**src/rtl/count_seq_ctrl_if.sv**
```systemverilog
// Command channel for count_seq_ctrl: valid/ready handshake carrying
// the opcode plus the terminal value and reload mode used by START.
interface count_seq_ctrl_if #(
  parameter int WIDTH = 3
);
  logic             valid;
  logic             ready;
  logic [1:0]       op;
  logic [WIDTH-1:0] limit;
  logic             reload;

  modport master (
    output valid,
    output op,
    output limit,
    output reload,
    input  ready
  );

  modport slave (
    input  valid,
    input  op,
    input  limit,
    input  reload,
    output ready
  );
endinterface

```
**src/rtl/count_seq_ctrl.sv**
```systemverilog
// Command-sequenced up-counter: START/STOP/PAUSE/CLEAR, one-shot or reload.
// Optional tick prescaler enabled by defining COUNT_SEQ_PRESCALE_EN.
module count_seq_ctrl #(
  parameter int WIDTH    = 3,
  parameter int PRESCALE = 4
) (
  input  logic             clk,
  input  logic             rst,
  count_seq_ctrl_if.slave  cmd,
  output logic [WIDTH-1:0] count,
  output logic             busy,
  output logic             paused,
  output logic             tc,
  output logic             done,
  output logic [3:0]       wraps,
  output logic             err
);

  localparam logic [1:0] OP_START = 2'b00;
  localparam logic [1:0] OP_STOP  = 2'b01;
  localparam logic [1:0] OP_PAUSE = 2'b10;
  localparam logic [1:0] OP_CLEAR = 2'b11;

  typedef enum logic [1:0] {
    S_IDLE,
    S_RUN,
    S_PAUSE,
    S_DONE
  } state_t;

  state_t           state;
  logic             ready;
  logic [WIDTH-1:0] limit;
  logic             reload;

  logic accept;
  logic is_start;
  logic is_stop;
  logic is_pause;
  logic is_clear;
  logic active;
  logic start_ok;
  logic stop_ok;
  logic pause_ok;
  logic tick;
  logic at_limit;

  assign cmd.ready = ready;
  assign accept    = cmd.valid && ready;

  assign is_start = (cmd.op == OP_START);
  assign is_stop  = (cmd.op == OP_STOP);
  assign is_pause = (cmd.op == OP_PAUSE);
  assign is_clear = (cmd.op == OP_CLEAR);

  assign active   = (state == S_RUN) || (state == S_PAUSE);
  assign start_ok = !active;
  assign stop_ok  = active;
  assign pause_ok = active;
  assign at_limit = (count == limit);

`ifdef COUNT_SEQ_PRESCALE_EN
  localparam int PW = $clog2(PRESCALE);

  logic [PW-1:0] pre;
  logic          pre_last;
  logic          pre_clr;

  assign pre_last = (pre == PW'(PRESCALE - 1));
  assign pre_clr  = accept &&
                    ((is_start && start_ok) ||
                     (is_stop && stop_ok) ||
                     is_clear);
  assign tick     = (state == S_RUN) && pre_last && !accept;

  // Holds its phase across PAUSE so resume continues mid-period.
  always_ff @(posedge clk) begin
    if (rst) begin
      pre <= '0;
    end else if (pre_clr) begin
      pre <= '0;
    end else if ((state == S_RUN) && !accept) begin
      pre <= pre_last ? '0 : pre + PW'(1);
    end
  end
`else
  localparam int unused_prescale = PRESCALE;

  // A command on the same edge always wins over the tick.
  assign tick = (state == S_RUN) && !accept;
`endif

  always_ff @(posedge clk) begin
    if (rst) begin
      state  <= S_IDLE;
      ready  <= 1'b1;
      count  <= '0;
      wraps  <= 4'd0;
      limit  <= '0;
      reload <= 1'b0;
      busy   <= 1'b0;
      paused <= 1'b0;
      tc     <= 1'b0;
      done   <= 1'b0;
      err    <= 1'b0;
    end else begin
      tc    <= 1'b0;
      done  <= 1'b0;
      err   <= 1'b0;
      ready <= !accept;

      if (accept) begin
        unique case (1'b1)
          is_start: begin
            if (start_ok) begin
              state  <= S_RUN;
              busy   <= 1'b1;
              paused <= 1'b0;
              limit  <= cmd.limit;
              reload <= cmd.reload;
              count  <= '0;
              wraps  <= 4'd0;
            end else begin
              err <= 1'b1;
            end
          end
          is_stop: begin
            if (stop_ok) begin
              state  <= S_IDLE;
              busy   <= 1'b0;
              paused <= 1'b0;
            end else begin
              err <= 1'b1;
            end
          end
          is_pause: begin
            if (pause_ok) begin
              if (state == S_RUN) begin
                state  <= S_PAUSE;
                paused <= 1'b1;
              end else begin
                state  <= S_RUN;
                paused <= 1'b0;
              end
            end else begin
              err <= 1'b1;
            end
          end
          is_clear: begin
            state  <= S_IDLE;
            busy   <= 1'b0;
            paused <= 1'b0;
            count  <= '0;
            wraps  <= 4'd0;
          end
          default: begin
            err <= 1'b0;
          end
        endcase
      end else if (tick) begin
        if (at_limit) begin
          tc <= 1'b1;
          if (reload) begin
            count <= '0;
            if (wraps != 4'hF) begin
              wraps <= wraps + 4'd1;
            end
          end else begin
            state <= S_DONE;
            busy  <= 1'b0;
            done  <= 1'b1;
          end
        end else begin
          count <= count + WIDTH'(1);
        end
      end
    end
  end

endmodule

```
**src/flat_wrapper.sv**
```systemverilog
// flat-port wrapper written by rule: the top's interface ports become plain ports
module count_seq_ctrl_flat 
#(
  parameter int WIDTH    = 3,
  parameter int PRESCALE = 4
)
  (clk, rst, count, busy, paused, tc, done, wraps, err, cmd_valid, cmd_op, cmd_limit, cmd_reload, cmd_ready);
  count_seq_ctrl_if #(.WIDTH(WIDTH)) cmd_i ();
  input  logic clk;
  input  logic rst;
  output logic [WIDTH-1:0] count;
  output logic busy;
  output logic paused;
  output logic tc;
  output logic done;
  output logic [3:0] wraps;
  output logic err;
  input wire logic [$bits(cmd_i.valid)-1:0] cmd_valid;
  input wire logic [$bits(cmd_i.op)-1:0] cmd_op;
  input wire logic [$bits(cmd_i.limit)-1:0] cmd_limit;
  input wire logic [$bits(cmd_i.reload)-1:0] cmd_reload;
  output wire logic [$bits(cmd_i.ready)-1:0] cmd_ready;
  assign cmd_i.valid = cmd_valid;
  assign cmd_i.op = cmd_op;
  assign cmd_i.limit = cmd_limit;
  assign cmd_i.reload = cmd_reload;
  assign cmd_ready = cmd_i.ready;
  count_seq_ctrl #(.WIDTH(WIDTH), .PRESCALE(PRESCALE)) u_core (.clk(clk), .rst(rst), .cmd(cmd_i), .count(count), .busy(busy), .paused(paused), .tc(tc), .done(done), .wraps(wraps), .err(err));
endmodule
```
**config.mk**
```make
export PLATFORM = sky130hd
export DESIGN_NAME = count_seq_ctrl_flat
export DESIGN_NICKNAME = d
export VERILOG_FILES = /design/src/rtl/count_seq_ctrl_if.sv /design/src/rtl/count_seq_ctrl.sv /design/src/flat_wrapper.sv
export SDC_FILE = /design/constraint.sdc
export NUM_CORES = 1
export LEC_CHECK = 0
export ABC_AREA = 1
export CAP_MARGIN = 20
export CORE_UTILIZATION = 46
export CTS_CLUSTER_SIZE = 10
export DETAILED_ROUTE_END_ITERATION = 8
export PLACE_DENSITY = 0.75
export SYNTH_ARGS = -nofsm -noshare
export SYNTH_HDL_FRONTEND = slang
export SYNTH_SLANG_ARGS = --single-unit
```
**constraint.sdc**
```tcl
create_clock -name clk -period 1.3 [get_ports clk]
set_input_delay 0.26 -clock clk [delete_from_list [all_inputs] [get_ports clk]]
set_output_delay 0.26 -clock clk [all_outputs]
set_load 0.1 [all_outputs]
```
Yosys cells after proc, flatten, opt, wreduce, memory -nomap -nowiden
Cells that the tools add are included.
Operators by class
  mux-type cells: 38
  bitwise operators: 4
  $add $sub $neg: 2
  reductions and logical operators: 20
  equality and inequality tests: 18
Operators by type and width (count)
  4-bit two-way mux: 6
  2-bit two-way mux: 8
  3-bit two-way mux: 5
  1-bit two-way mux: 13
  3-bit inequality test, second input constant: 4
  6-bit AND reduction: 2
  2-bit inequality test, second input constant: 4
  4-bit inequality test, second input constant: 2
  2-bit case mux with 4 select lines: 1
  4-bit case mux with 2 select lines: 1
  2-bit nonzero test: 4
  7-bit AND reduction: 1
  2-bit equality test, second input constant: 3
  3-bit case mux with 2 select lines: 1
  5-bit inequality test, second input constant: 1
  5-bit AND reduction: 1
  4-bit by 1-bit adder with 4-bit output, second input constant: 1
  2-bit by 1-bit equality test with 1-bit output, second input constant: 2
  1-bit inverter: 4
  1-bit case mux with 4 select lines: 1
  4-bit AND reduction: 1
  4-bit nonzero test: 1
  2-bit OR reduction: 2
  4-bit OR reduction: 1
  other kinds (11): 12
Storage, ports and cells
  logic and storage cells: 93
  output and inout port bits: 13
  flip-flop bits (word level): 19
  input port bits: 9

Logic depth before layout (Yosys ltp)
Gate-level depths: netlist of the first run.
  word-level depth: 6
  mapped depth: 11
  depth with buffers taken out: 11

Least setup slack after synthesis of the first run
Ideal clock, no wire load.
  path type: reg-to-reg
  start: register u_core.wraps[0]
  end: register u_core.wraps[3]
  data required time: 1.183 ns
  data arrival time: 1.858 ns
  cell stages (with the launch flop): 9
  clock period less this slack: 1.975 ns
  path buffers: 0
  setup time: 0.117 ns
  path slack: -0.675 ns
  cell sequence: dfxtp_1 ha_1 nand2_1 nor2_2 nor2_4 nand2_4 clkinv_2 nor2_1 nor2_1
On the way
  longest elaborated chain between the ends: 6
  elaborated cells on any way between the ends: 9
  those cells by class: add/sub (1); eq/ne (1); mux (5); reduce/logical (2)
RTL lines
  start, declared: RTL line count_seq_ctrl.sv:15  | output logic [3:0] wraps,
  start signal, assigned: RTL line count_seq_ctrl.sv:166  | wraps <= wraps + 4'd1;
  4-bit by 1-bit adder with 4-bit output: RTL line count_seq_ctrl.sv:166
  4-bit two-way mux: RTL line count_seq_ctrl.sv:165  | if (wraps != 4'hF) begin
  4-bit two-way mux: RTL line count_seq_ctrl.sv:163  | if (reload) begin
  4-bit two-way mux: RTL line count_seq_ctrl.sv:161  | if (at_limit) begin
  4-bit two-way mux: RTL line count_seq_ctrl.sv:160  | end else if (tick) begin
  4-bit two-way mux: RTL line count_seq_ctrl.sv:112  | if (accept) begin
Parallel ways exist; a longest one is shown, timed or not. The select of a mux whose other input is x is not followed.
A chain may end at the register's enable or synchronous reset.

Worst setup path after layout of the first run
  start: register u_core.state[1]
  end: register u_core.busy
On the way
  longest elaborated chain between the ends: 4
  elaborated cells on any way between the ends: 8
  those cells by class: eq/ne (4); reduce/logical (4)
RTL lines
  start, declared: RTL line count_seq_ctrl.sv:31  | state_t state;
  start signal, assigned: RTL line count_seq_ctrl.sv:95  | state <= S_IDLE;
  start signal, assigned: RTL line count_seq_ctrl.sv:116  | state <= S_RUN;
  start signal, assigned: RTL line count_seq_ctrl.sv:129  | state <= S_IDLE;
  2-bit by 1-bit equality test with 1-bit output or 2-bit equality test (tied branches): RTL line count_seq_ctrl.sv:56, count_seq_ctrl.sv:90
  1-bit logical OR or 1-bit logical AND (tied branches): RTL line count_seq_ctrl.sv:56, count_seq_ctrl.sv:90
  3-bit inequality test (no source line) or 2-bit nonzero test (tied branches)
  6-bit AND reduction (no source line) (*)
  end signal, assigned: RTL line count_seq_ctrl.sv:101  | busy <= 1'b0;
  end signal, assigned: RTL line count_seq_ctrl.sv:117  | busy <= 1'b1;
  end signal, assigned: RTL line count_seq_ctrl.sv:130  | busy <= 1'b0;
  end, declared: RTL line count_seq_ctrl.sv:11  | output logic busy,
Mark *: on every way between the ends. The rest lies on a longest branch, timed or not.

==> results of run 1 <==
[final cells by class]
cell class / instances / area [sq um] / share of cell area
tap: 28 / 35.0 / 0.0183
inverter: 26 / 105 / 0.0549
sequential: 19 / 413 / 0.216
timing repair buffer: 43 / 519 / 0.271
multi-input combinational: 118 / 817 / 0.427
clock buffer: 4 / 26.3 / 0.0137
[final timing paths]
path | to | cells after the start | slack, ns
max reg2reg | u_core.busy | 10 | -0.16
min | u_core.limit[0] | 2 | 0.48
min reg2reg | u_core.limit[0] | 2 | 0.48
max | u_core.busy | 10 | -0.16
[layer usage]
layer,up-vias,share of wire
li1,628,-
met4,0,0.028
met2,46,0.53
met3,10,0.040
met5,-,0
met1,619,0.40
[cells in the final DEF (no fill, tap or decap), drive strengths merged]
cell type,count
buf,35
o2111ai,1
nor3b,1
clkbuf,4
a21oi,10
dfxtp,19
nor2,24
nand4,1
dlygate4sd2,2
o21ai,9
ha,8
nor3,3
inv,26
nand2,37
a31oi,1
xnor2,1
xor2,2
clkdlybuf4s15,1
nand3,19
nor4,1
clkdlybuf4s50,5
[cell families after synthesis]
family                   count (synthesis)  share of synthesized area
adder cells (fa/ha/maj)                  8                     0.0865
AO/OA/AOI/OAI                           21                     0.0951
AND/OR/NAND/NOR                         86                      0.358
flip-flops                              19                      0.329
buffers and inverters                   29                      0.109
XOR/XNOR                                 3                     0.0227
[sequential cells by signal, summed over array words and instances (netlist names), 2 cells and up]
name,count
u_core.limit,3
u_core.wraps,4
u_core.count,3
u_core.state,2
[worst min-delay path: stages (launching register included)]
cell and delay, ns:
dfxtp_1 0.32, inv_1 0.07, a21oi_1 0.06
[through the flow]
| stage | setup slack, ns | instance area, sq um |
|---|---|---|
| global route | -0.224 | 1920 |
| global placement | -0.524 | 1750 |
| floorplan | -0.0530 | 1240 |
| detailed placement | -0.620 | 1750 |
| finish | -0.162 | 1920 |
| CTS | -0.148 | 1840 |
[where the power goes]
part | internal (uW) | leakage, uW | switching (uW)
Sequential | 661 | 0.000161 | 96.9
Combinational | 604 | 0.000675 | 896
Clock | 120 | 0.0000150 | 182
[timing repair]
| item | 4_1_cts | 5_1_grt |
|---|---|---|
| resized for setup | 21 | 25 |
| setup buffers | 2 | 0 |
| endpoints found under the setup margin | 17 | 17 |
| pin swaps | 16 | 16 |
==> flow_summary.ini, run 1 <==
[sta]
fin_crit_sh = 1.12
hold_ws_ns = 0.483
skew_ns = 0.00367
hold_violations = 0
clock.fmax_mhz = 684
tns_ns = -0.779
period_needed_ns = 1.46
max_slew_margin = 0.824
fin_ws_ns = -0.162
finalSetupViolCount = 12
rsz0062_at_grt = true
drv_slew = 0
worst_pin_slew_ns = 0.264

[synth]
yosys_warnings = 0
synth_nets = 183
synth-edff-count = 0
ys_async_sr_fraction = 0
synth_top_area_share = 0.329
yosysSeqAreaShare = 0.329
synthCells = 166
netlist_area_sq_um = 1160
yosysUniqueCellTypes = 26
ys_top_cells_by_area = dfxtp_1 (33%), nand2_1 (10%), ha_1 (8.6%)
synth_ff_type = dfxtp_1
synth.largest_area_cell = dfxtp_1
yosysMostFrequentCell = nand2_1
yosys_register_bits = 19
postSynthAreaPerCell_sq_um = 6.97
synth_commonest_cells = nand2_1 (32), inv_1 (23), nor2_1 (21)

[cts]
cts_sinks = 19
clk_pin_slew_worst_paths_ns = 0.11
holdBufCountCts = 0
clk_latency_ns = 0.30
cts-root-buf = clkbuf_4
cts_buffer_depth = 2
cts_made_buffers = 3
cts_tree = built
cts_max_level = 1

[floorplan]
dieArea_sq_um = 2720
chipWidth_microns = 52.2
initial_utilization = 0.504
die-height_microns = 52.2
rows = 17
core_area_sq_um = 2300
pin_count = 22

[routing]
vias_per_cell = 5.47
wl_mm = 3.45
vias = 1303
wl_per_cell_microns = 14.5
drt_iter0_drc = 37
post-route-drc-count = 0
ant_nets = 0
first_pass_iters = 4

[placement]
place_congestion = 0.858
dpl.hpwl_mm = 2.23
port_buffers = 21
dpl.cell_count = 233

[run_status]
violations = setup timing
status = finished with violations

[global_route]
gr-total-overflow = 0
grt.met2_usage = 0.496
grt_first_pass_wirelength_mm = 5.04
grt_antenna_before_repair = 0
grt_pass1_vias = 1227
grt_most_used_layer = met2
met1_usage = 0.255
grt_start_max_net_pins = 11
use_met3 = 0.0673
grt_use_total = 0.250

[critical_path]
r2r_start = u_core.state[1]
start_kind = register
crit_slowest_cell = dfxtp_2
critical_path_class = reg -> reg
critPathRequiredTime_ns = 1.51
crit_path_start = u_core.state[1]
endpoint_kind = register
critPathMaxStageDelay_ns = 0.33
path_buf_inv = 3
crit_family = simple AND/OR/NAND/NOR gates
cp_max_fo = 3
path_cells = inv_2 -> ha_4 -> inv_4 -> buf_6 -> nand2_4 -> nand3_2 -> a21oi_2 -> nand3_1 -> nand2_1 -> nor2_2
worstPathArrival_ns = 1.67

[final_layout]
fin_nets = 228
fill_cells = 144
area_delta_synth_final_pct = 65.5
antenna_cells = 0
layout-drive-gt1-share = 0.471
stdcell_count = 238
utilization = 0.834

[pwr]
ir_drop_v = 0.00119
powerDensity_nw_per_um2 = 1340
p_leak_uw = 0.000851
finalPower_uw = 2560

[worst_hold_path]
min_path_type = reg -> reg
hold_start = u_core.limit[0]

[run]
max_cap_viol_count = 0
(Power assumes the default switching activity.)
==> run 2, diff against run 1 <==
Settings changed: CAP_MARGIN 20 to 5, REMOVE_ABC_BUFFERS from default to 1.
==> run 2 against run 1 <==
The flow still finishes with violations (setup timing); cell count is 2.5% higher; setup slack better by 0.11 ns; sequential cell count stayed put; critical path type unchanged; critical endpoint is now u_core.state[0]; largest cell class unchanged; highest routed layer unchanged.
==> flow_summary.ini, run 2 (synthesis results as in run 1) <==
[final_layout]
final_common_cell = nand2_1
fill_cells = 161
reg_top3 = u_core.wraps x4, u_core.count x3, u_core.limit x3
largest_register_ffs = 4
stdcell_count = 244
antenna_cells = 0
final_cell_mix = nand2_1 (30), buf_4 (26), nor2_1 (20)
multiInputGateArea_sq_um = 742
fin_nets = 234
regMostFlops = u_core.wraps
register_area_sq_um = 389
area_delta_synth_final_pct = 61.1
layout-drive-gt1-share = 0.407

[run]
max_cap_viol_count = 0

[cts]
cts_buffer_depth = 2
clk_pin_slew_worst_paths_ns = 0.11
cts_sinks = 19
clk_latency_ns = 0.31
cts-root-buf = clkbuf_4
cts_max_level = 1
cts_tree = built
cts_made_buffers = 3

[critical_path]
worstPathArrival_ns = 1.57
cp_max_fo = 4
cpMostUsedCell = nor2_1
critPathRequiredTime_ns = 1.52
path_cells = inv_2 -> ha_4 -> inv_6 -> buf_6 -> nor3_2 -> nor2_1 -> nand3_1 -> nand2_1 -> inv_1 -> nor2_1
start_kind = register
endpoint_kind = register
critPathMaxStageDelay_ns = 0.34
crit_slowest_cell = dfxtp_2
critical_path_class = reg -> reg

[routing]
ant_nets = 0
drt_iter0_drc = 45
wl_per_cell_microns = 12.9
post-route-drc-count = 0
wl_mm = 3.15
vias_per_cell = 5.15
first_pass_iters = 4
vias = 1256

[placement]
dpl.cell_count = 237
place_ws_ns = -0.605
place_congestion = 0.861
dpl.hpwl_mm = 2.32
port_buffers = 21

[global_route]
grt_first_pass_wirelength_mm = 5.02
grt_start_max_net_pins = 12
grt_use_total = 0.254
gr-total-overflow = 0
grt_antenna_before_repair = 0
grt_pass1_vias = 1167

[pwr]
p_leak_uw = 0.000877
powerDensity_nw_per_um2 = 1340
ir_drop_v = 0.00104

[floorplan]
rows = 17
core_area_sq_um = 2300
dieArea_sq_um = 2720
chipWidth_microns = 52.2
initial_utilization = 0.504
pin_count = 22
die-height_microns = 52.2

[sta]
worst_pin_slew_ns = 0.216
fin_crit_sh = 1.04
max_slew_margin = 0.855
fin_ws_ns = -0.0556
clock.fmax_mhz = 738
hold_violations = 0
drv_slew = 0
finalSetupViolCount = 7
period_needed_ns = 1.36
hold_ws_ns = 0.482
skew_ns = 0.00680
rsz0062_at_grt = true

[run_status]
violations = setup timing
status = finished with violations

[worst_hold_path]
min_path_type = reg -> reg
==> run 2: cell types whose count changed in the layout (fill, tap and decap cells not counted), moves of 4 or more <==
cell     change
dfxtp_4      -8
buf_4        +6
dfxtp_2      +5
nor2_1       +5
nand2_1      +4
nor2_2       -4
==> run 2: critical path: cells and delay by family, from the launching register on <==
kind,cells,cell delay (ns)
flip-flops,1,0.34
adder cells (fa/ha/maj),1,0.31
AND/OR/NAND/NOR,5,0.36
buffers and inverters,4,0.26
==> run 2: final timing paths <==
kind                                      start         endpoint  slack [ns]  cells past startpoint
worst max register to register  u_core.state[1]  u_core.state[0]       -0.06                     10
worst min-delay path            u_core.limit[2]  u_core.limit[2]        0.48                      2
worst min register to register  u_core.limit[2]  u_core.limit[2]        0.48                      2
worst max-delay path            u_core.state[1]  u_core.state[0]       -0.06                     10
==> run 2: metrics by stage <==
step | area, sq um | setup TNS, ns | total power, uW | util
after floorplan | 1130 | -13.09 | 1480 | -
after global placement | 1710 | -7.75 | 1970 | 0.742
after detailed placement | 1710 | -8.69 | 2000 | 0.742
after CTS | 1820 | -0.155 | 2430 | 0.792
after global routing | 1860 | -1.30 | 2620 | 0.812
final | 1860 | -0.164 | 2500 | 0.812
==> run 2: cell type report <==
cell class              instances  area share
multi-input cells             118       0.398
clock buffers                   3      0.0121
repair buffers                 49       0.302
flip-flops and latches         19       0.209
inverters                      26      0.0577
well taps                      28      0.0188
clock inverters                 1     0.00268
==> run 2: where the power goes <==
| group | switching (uW) | internal (uW) | leakage, uW |
|---|---|---|---|
| sequential | 63.2 | 660 | 0.000157 |
| clock | 205 | 115 | 0.0000177 |
| combinational | 874 | 579 | 0.000702 |
==> run 2: repair_timing <==
action,4_1_cts,5_1_grt
endpoints found under the setup margin,18,19
hold buffers,0,0
endpoints found under the hold margin,0,0
gates resized for setup,31,16
setup buffers,2,1
pin swaps,15,17
==> run 2: layer usage <==
metal  GRT usage  wire, microns  vias to the layer above
met1       0.289           1310                      583
met3      0.0351            133                        5
met5           0              0                        -
met2       0.470           1650                       36
li1            -              -                      632
met4      0.0965             46                        0
==> run 3, diff against run 2 <==
Settings changed: SKIP_CTS_REPAIR_TIMING from default to 1.
==> run 3 against run 2 <==
The flow still finishes with violations (setup timing); non-clock buffer count is 2 lower; first-iteration DRC count is 22% lower; sequential cell count stayed put; design area is 1.0% lower; power is 0.98% lower; die area stayed put; combinational power hardly changed; maximum frequency is 0.27% higher.
==> flow_summary.ini, run 3 (synthesis results as in run 1) <==
[run_status]
status = finished with violations
violations = setup timing

[floorplan]
rows = 17
initial_utilization = 0.504
die-height_microns = 52.2
chipWidth_microns = 52.2
dieArea_sq_um = 2720
pin_count = 22
core_area_sq_um = 2300

[routing]
vias = 1230
wl_met1_mm = 1.36
ant_nets = 0
met3_wirelength_microns = 63
post-route-drc-count = 0
highest_layer = met4
first_pass_iters = 4
met2RoutedLength_mm = 1.53
drt_iter0_drc = 35
wl_mm = 3.00
vias_per_cell = 5.08
wl_per_cell_microns = 12.4

[critical_path]
worstPathArrival_ns = 1.60
r2r_start = u_core.state[1]
critPathRequiredTime_ns = 1.55
ff2ff_setup_slack_ns = -0.05
start_kind = register
endpoint_kind = register
critical_path_class = reg -> reg
cp_max_fo = 4
worst-r2r-cell-count = 10
r2r-end = u_core.state[0]

[sta]
max_slew_margin = 0.860
finalSetupViolCount = 12
hold_ws_ns = 0.481
hold_violations = 0
clock.fmax_mhz = 740
worst_pin_slew_ns = 0.208
rsz0062_at_grt = true
period_needed_ns = 1.35
fin_crit_sh = 1.04
drv_slew = 0
fin_ws_ns = -0.0520
skew_ns = 0.00825

[worst_hold_path]
hold_end = u_core.limit[2]
min_path_cells = 2
hold_start = u_core.limit[2]
min_path_type = reg -> reg

[final_layout]
layout-drive-gt1-share = 0.388
final_common_cell = nand2_1
fin_nets = 232
multiInputGateArea_sq_um = 732
fill_cells = 153
area_delta_synth_final_pct = 59.5
regMostFlops = u_core.wraps
reg_top3 = u_core.wraps x4, u_core.count x3, u_core.limit x3
antenna_cells = 0
largest_register_ffs = 4
final_cell_mix = nand2_1 (29), buf_4 (24), nor2_1 (20)
utilization = 0.803
register_area_sq_um = 388
final_area_sq_um = 1850

[global_route]
gr-total-overflow = 0
grt_antenna_before_repair = 0
grt_first_pass_wirelength_mm = 4.80
grt_pass1_vias = 1153
grt_start_max_net_pins = 12
grt_use_total = 0.243

[cts]
clk_latency_ns = 0.31
cts_tree = built
cts_made_buffers = 3
cts_max_level = 1
cts_buffer_depth = 2
cts_sinks = 19
clk_pin_slew_worst_paths_ns = 0.11
cts-root-buf = clkbuf_4

[pwr]
finalPower_uw = 2470
switching_share = 0.457
p_leak_uw = 0.000881
p_switching_uw = 1130
p_comb_frac = 0.581
seq_power_share = 0.291
ir_drop_v = 0.000979
clkPwrFrac = 0.128
powerDensity_nw_per_um2 = 1340
intPower_uw = 1340

[run]
max_cap_viol_count = 0

[placement]
placed_area_sq_um = 1710
port_buffers = 21
place_congestion = 0.861
dpl.hpwl_mm = 2.32
run 3: metrics by stage:
| stage | setup WS (ns) | TNS, ns | instances |
|---|---|---|---|
| 2_1_floorplan | -0.851 | -13.09 | 163 |
| 3_3_place_gp | -0.529 | -7.75 | 237 |
| 3_5_place_dp | -0.605 | -8.69 | 237 |
| 4_1_cts | -0.326 | -3.27 | 241 |
| 5_1_grt | -0.158 | -1.59 | 242 |
| 6_report | -0.0520 | -0.303 | 242 |
run 3: layout make-up:
cell class                      instances  area share
Multi-Input combinational cell        118       0.397
Timing Repair Buffer                   47       0.302
Sequential cell                        19       0.210
Inverter                               26      0.0576
Tap cell                               28      0.0190
Clock buffer                            3      0.0122
Clock inverter                          1     0.00271
run 3: how the worst max path moves through the flow:
stage,from,to,slack (ns),cells past startpoint
2_1_floorplan,u_core.cmd.ready,u_core.wraps[3],-0.85,9
3_3_place_gp,cmd_op[0],u_core.limit[2],-0.53,8
3_5_place_dp,cmd_op[0],u_core.wraps[3],-0.60,11
4_1_cts,u_core.state[1],u_core.reload,-0.33,7
5_1_grt,u_core.state[1],u_core.busy,-0.16,10
6_report,u_core.state[1],u_core.state[0],-0.05,10
run 3: routing by layer:
metal	GRT usage	vias to the layer above
li1	-	625
met1	0.271	583
met2	0.455	18
met3	0.0351	4
met4	0.0965	0
met5	0	-
run 3: power by group through the flow:
| stage | combinational [uW] | sequential [uW] | clock (uW) |
|---|---|---|---|
| after detailed placement | 1280 | 722 | 0 |
| after floorplan | 455 | 1030 | 0 |
| after global placement | 1250 | 716 | 0 |
| after CTS | 1290 | 707 | 317 |
| after global routing | 1530 | 729 | 342 |
| final | 1440 | 720 | 315 |
run 3: worst max-delay path: stages, from the launching register on:
cell     delay (ns)
dfxtp_2        0.34
inv_2          0.04
ha_4           0.27
inv_6          0.09
buf_6          0.09
nor3_2         0.03
nor2_1         0.15
nand3_1        0.11
nand2_1        0.08
inv_1          0.03
nor2_1         0.07
